`src/rtl/free_list.sv`:
```
// Physical-register free list: circular FIFO of unmapped pregs for RENAME.
// It offers two pregs per cycle, allocates 0-2 per cycle and takes back up to 2 released pregs per cycle.
module free_list #(
  parameter  int NUM_PREGS = 64,
  parameter  int NUM_AREGS = 32,
  localparam int DEPTH     = NUM_PREGS - NUM_AREGS,
  localparam int PREG_W    = $clog2(NUM_PREGS),
  localparam int CNT_W     = $clog2(DEPTH) + 1
) (
  input  logic              i_clk,
  input  logic              i_rst,
  input  logic [1:0]        i_alloc_num,
  input  logic              i_release_en   [0:1],
  input  logic [PREG_W-1:0] i_release_preg [0:1],
  output logic [PREG_W-1:0] o_free_pregs   [0:1],
  output logic              o_alloc_ready,
  output logic [CNT_W-1:0]  o_free_count,
  output logic              o_underflow,
  output logic              o_overflow
);

  localparam int PTR_W = $clog2(DEPTH);
  localparam int SUM_W = PTR_W + 2;

  logic [PREG_W-1:0] r_mem [0:DEPTH-1];
  logic [PTR_W-1:0]  r_head;
  logic [PTR_W-1:0]  r_tail;
  logic [CNT_W-1:0]  r_count;
  logic              r_underflow;
  logic              r_overflow;

  logic              w_alloc_legal;
  logic [1:0]        w_alloc_amt;
  logic [CNT_W-1:0]  w_count_after_alloc;
  logic [CNT_W-1:0]  w_count_mid;
  logic [1:0]        w_push_valid;
  logic [1:0]        w_push_accept;
  logic [1:0]        w_push_num;
  logic              w_overflow_hit;
  logic              w_wr_en0;
  logic              w_wr_en1;
  logic [PTR_W-1:0]  w_wr_addr0;
  logic [PTR_W-1:0]  w_wr_addr1;
  logic [PREG_W-1:0] w_wr_data0;
  logic [PREG_W-1:0] w_wr_data1;

  // Modulo-DEPTH pointer advance; DEPTH need not be a power of two.
  function automatic logic [PTR_W-1:0] wrap_add(input logic [PTR_W-1:0] ptr,
                                                 input logic [1:0] inc);
    logic [SUM_W-1:0] sum;
    sum = SUM_W'(ptr) + SUM_W'(inc);
    if (sum >= SUM_W'(DEPTH))
      sum = sum - SUM_W'(DEPTH);
    return sum[PTR_W-1:0];
  endfunction

  always_comb begin
    w_alloc_legal       = (i_alloc_num != 2'd3) && (CNT_W'(i_alloc_num) <= r_count);
    w_alloc_amt         = w_alloc_legal ? i_alloc_num : 2'd0;
    w_count_after_alloc = r_count - CNT_W'(w_alloc_amt);

    // Room for a push is judged after this cycle's pops; lane 0 claims space first.
    w_push_valid[0]  = i_release_en[0] && (i_release_preg[0] != '0);
    w_push_valid[1]  = i_release_en[1] && (i_release_preg[1] != '0);
    w_push_accept[0] = w_push_valid[0] && (w_count_after_alloc < CNT_W'(DEPTH));
    w_count_mid      = w_count_after_alloc + CNT_W'(w_push_accept[0]);
    w_push_accept[1] = w_push_valid[1] && (w_count_mid < CNT_W'(DEPTH));
    w_overflow_hit   = |(w_push_valid & ~w_push_accept);
    w_push_num       = {1'b0, w_push_accept[0]} + {1'b0, w_push_accept[1]};

    // Accepted lanes are compacted onto tail, tail+1.
    w_wr_en0   = |w_push_accept;
    w_wr_addr0 = r_tail;
    w_wr_data0 = w_push_accept[0] ? i_release_preg[0] : i_release_preg[1];
    w_wr_en1   = &w_push_accept;
    w_wr_addr1 = wrap_add(r_tail, 2'd1);
    w_wr_data1 = i_release_preg[1];
  end

  always_ff @(posedge i_clk) begin
    for (int k = 0; k < DEPTH; k++) begin
      if (i_rst)
        r_mem[k] <= PREG_W'(NUM_AREGS + k);
      else if (w_wr_en0 && (w_wr_addr0 == PTR_W'(k)))
        r_mem[k] <= w_wr_data0;
      else if (w_wr_en1 && (w_wr_addr1 == PTR_W'(k)))
        r_mem[k] <= w_wr_data1;
    end
  end

  always_ff @(posedge i_clk) begin
    if (i_rst) begin
      r_head      <= '0;
      r_tail      <= '0;
      r_count     <= CNT_W'(DEPTH);
      r_underflow <= 1'b0;
      r_overflow  <= 1'b0;
    end else begin
      r_head  <= wrap_add(r_head, w_alloc_amt);
      r_tail  <= wrap_add(r_tail, w_push_num);
      r_count <= w_count_after_alloc + CNT_W'(w_push_num);
      if (!w_alloc_legal)
        r_underflow <= 1'b1;
      if (w_overflow_hit)
        r_overflow <= 1'b1;
    end
  end

  assign o_free_pregs[0] = r_mem[r_head];
  assign o_free_pregs[1] = r_mem[wrap_add(r_head, 2'd1)];
  assign o_alloc_ready   = (r_count >= CNT_W'(2));
  assign o_free_count    = r_count;
  assign o_underflow     = r_underflow;
  assign o_overflow      = r_overflow;

endmodule
```
`config.mk`:
```
export PLATFORM = sky130hd
export DESIGN_NAME = free_list
export DESIGN_NICKNAME = d
export VERILOG_FILES = /design/src/rtl/free_list.sv
export SDC_FILE = /design/constraint.sdc
export NUM_CORES = 1
export LEC_CHECK = 0
export ABC_AREA = 1
export BUFFER_PORTS_ARGS = -buffer_cell sky130_fd_sc_hd__clkbuf_2
export CORE_MARGIN = 8
export CORE_UTILIZATION = 50
export DETAILED_ROUTE_END_ITERATION = 7
export HOLD_SLACK_MARGIN = 0.03
export PLACE_DENSITY = 0.69
export SETUP_SLACK_MARGIN = 0.02
export SLEW_MARGIN = 15
export SYNTH_ARGS = -nofsm -noshare
export SYNTH_HDL_FRONTEND = slang
export SYNTH_SLANG_ARGS = --single-unit
export TNS_END_PERCENT = 1
```
`constraint.sdc`:
```
create_clock -name i_clk -period 4 [get_ports i_clk]
set_input_delay 0.4 -clock i_clk [delete_from_list [all_inputs] [get_ports i_clk]]
set_output_delay 0.4 -clock i_clk [all_outputs]
set_load 0.01 [all_outputs]
```
==> flow_summary_export.csv <==
group,metric,value,unit
synthesis,synthCells,1928,
setup_path,path_class,"flop to flop",
die,die_y,188.1,um
synthesis,synth_nets,1965,
setup_path,crit_buf_inv,11,
setup_path,worst_r2r_startpoint,"o_free_count[1]",
die,ios,39,
final_layout,nets,2054,
cts,path_clk_slew,0.06,ns
power,sw_frac_of_total,0.4282,
setup_path,worst_r2r_endpoint,"r_mem[25][4]",
place,gp_congestion,0.9545,
setup_path,cp.arrival,4.07,ns
die,num_rows,63,
sta,postLayoutSetupSlackWorst,0.2232,ns
grt,track_usage,0.2909,
power,leakage,6.276,nW
drt,drt-initial-drc-count,2039,
grt,grt_pass1_wl,80530,um
die,initial_core_util,0.5037,
drt,dr.pass1.iters,6,
sta,hold_slack,0.2858,ns
run_status,status,"completed",
grt,grt_start_max_net_pins,214,
die,die_area,0.03538,mm2
grt,grt_pass1_vias,13960,
drt,num_vias,14910,
cts,numClockSinks,210,
cts,cts_root_buf,"clkbuf_16",
power,switchingPower,3.711,mW
sta,finClkSkew,0.02605,ns
place,port_buffers,38,
worst_hold_path,hold_class,"primary input to flop",
worst_hold_path,min_from,"i_rst",
job,maxCapViolations,0,
grt,grt-ovfl-total,0,
synthesis,syn_avg_cell_area,7.681,um2
drt,wl,53470,um
setup_path,worstSetupStartpointType,"flop",
synthesis,synth_area_leaders,"edfxtp_1 39%, nand3_1 9.5%, o21ai_0 7.9%",
power,pwr-share-seq,0.299,
setup_path,r2r_setup_slack,0.22,ns
sta,min_period,3.777,ns
synthesis,syn_area,0.01481,mm2
cts,cts_tree,"yes",
synthesis,ys_ff_latch,210,
final_layout,drive_above_1_share,0.1656,
setup_path,critPathSlowestCell,"fa_2",
setup_path,critPathMaxFanout,9,
setup_path,critPathRequiredTime,4.29,ns
setup_path,cp_top_family,"adder cells",
power,combPwrFrac,0.450,
place,post-dp-hpwl,35920,um
sta,max_freq,264.8,MHz
cts,clock_path_buffers,3,
synthesis,synth_cell_types,43,
synthesis,ys_seq_area_frac,0.4137,
cts,worstSkewPairLatency,0.55,ns
setup_path,worstRegToRegCells,29,
place,preCtsSetupSlack,-0.2085,ns
power,p_per_area,510.9,mW/mm2
cts,numCtsBuffers,25,
setup_path,worst_setup_path_end_kind,"flop",
sta,drv_slew,0,
power,ir_worst_vdd,0.4137,mV
cts,htreeDepth,1,
synthesis,yosys_warnings,0,
setup_path,cpPeakStageDelay,0.36,ns
sta,maxSlewHeadroom,0.2912,
sta,max_slew.worst_pin.slew,1.062,ns
final_layout,area_delta_synth_final,14.54,%
setup_path,path_common_cell,"nand2_1",
sta,hold_violations,0,
power,internal-power,4.955,mW
sta,fin_crit_sh,0.9442,
drt,antenna_left,0,
cts,postCtsHoldBufs,0,
drt,wl_per_cell,22.04,um
sta,setup-violations-final,0,
worst_hold_path,holdPathStages,2,
synthesis,yosysTopAreaCell,"edfxtp_1",
power,p_clk_frac,0.251,
die,design.core.area,0.02940,mm2
synthesis,yosysTopAreaCellShare,0.3893,
sta,grt_setup_unrepaired,"false",
drt,via_per_inst,6.144,
power,total_power,8.666,mW
final_layout,final_util,0.5769,
grt,antenna_found_initial,0,
die,dieWidth,188.1,um
drt,route.detailed.drc,0,
worst_hold_path,min_delay_worst_endpoint,"r_head[1]",
[state kept, by name, indices dropped and copies added, names as in the netlist]
signal and count:
r_mem 192, o_underflow 1, o_free_count 6, r_head 5
r_tail 5, o_overflow 1
[layout by cell type, fill, tap and decap left out, drive strengths merged, types with 33 or more instances in the layout]
master / Yosys / final
nand2: 325 / 325
inv: 306 / 307
o21ai: 307 / 307
nand3: 288 / 288
edfxtp: 192 / 192
buf: 85 / 153
a21oi: 116 / 116
nor2: 94 / 94
o211ai: 89 / 89
clkbuf: 43 / 76
nor3: 33 / 33
[kinds of logic after synthesis]
kind of cell / synth area share
compound gates: 0.1897
xor+xnor: 0.004732
fa+ha+maj: 0.01808
buf+inv: 0.1289
flops: 0.4137
simple gates: 0.2449
[layout make-up]
| class | count | area [um2] |
|---|---|---|
| Multi-Input combinational cell | 1283 | 6979 |
| Clock inverter | 6 | 60.06 |
| Tap cell | 390 | 488.0 |
| Inverter | 307 | 1162 |
| Timing Repair Buffer | 190 | 1450 |
| Antenna cell | 1 | 2.502 |
| Sequential cell | 210 | 6132 |
| Fill cell | 2623 | 12440 |
| Clock buffer | 39 | 688.2 |
[Yosys cell counts (all sizes together)]
library cell  number
nand3            288
nand4              3
inv              306
nand2            325
nor3              33
a21oi            116
o211ai            89
buf               85
ha                15
nor2              94
dfxtp             18
xor2               2
a31oi              2
edfxtp           192
nor4               1
o21ai            307
clkinv             1
fa                 4
clkbuf            43
a211oi             1
xnor2              3
[worst max path at each step]
| stage | start | end | slack [ns] | depth (start not counted) |
|---|---|---|---|---|
| after floorplan | o_free_count[1] | r_mem[0][0] | 0.02 | 24 |
| after global placement | i_alloc_num[1] | r_mem[12][4] | -0.20 | 26 |
| after detailed placement | i_alloc_num[1] | r_mem[12][0] | -0.21 | 26 |
| after CTS | o_free_count[1] | r_mem[20][5] | -0.01 | 22 |
| after global routing | o_free_count[1] | r_mem[8][4] | 0.001 | 26 |
| final | o_free_count[1] | r_mem[25][4] | 0.22 | 29 |
[through the flow]
stage,TNS [ns],instance area (um2),std cells
after floorplan,0,14810,1928
final,0,16960,2426
after global placement,-5.156,15980,2377
after CTS,-0.1183,16770,2422
after detailed placement,-12.79,15980,2377
after global routing,0,16960,2425
[power groups by stage]
stage          Sequential [mW]  Combinational (mW)  Clock, mW
2_1_floorplan             2.63                2.45          0
3_3_place_gp              2.63                3.67          0
3_5_place_dp              2.63                3.70          0
4_1_cts                   2.59                3.72       2.17
5_1_grt                   2.60                4.17       2.25
6_report                  2.59                3.90       2.18
[per-layer routing]
metal / up-vias / GRT usage / share of wire
met5: - / 0 / 0
met1: 6827 / 0.3722 / 0.37
met3: 229 / 0.06668 / 0.14
li1: 6730 / - / -
met4: 0 / 0.1685 / 0.057
met2: 1119 / 0.4461 / 0.44
[repair_timing]
item	in CTS	in global routing
resized for setup	11	53
pin swaps	2	11
endpoints found under the setup margin	77	392
buffers inserted	0	3
cloned	0	0
Power figures use the tool's default switching activity.
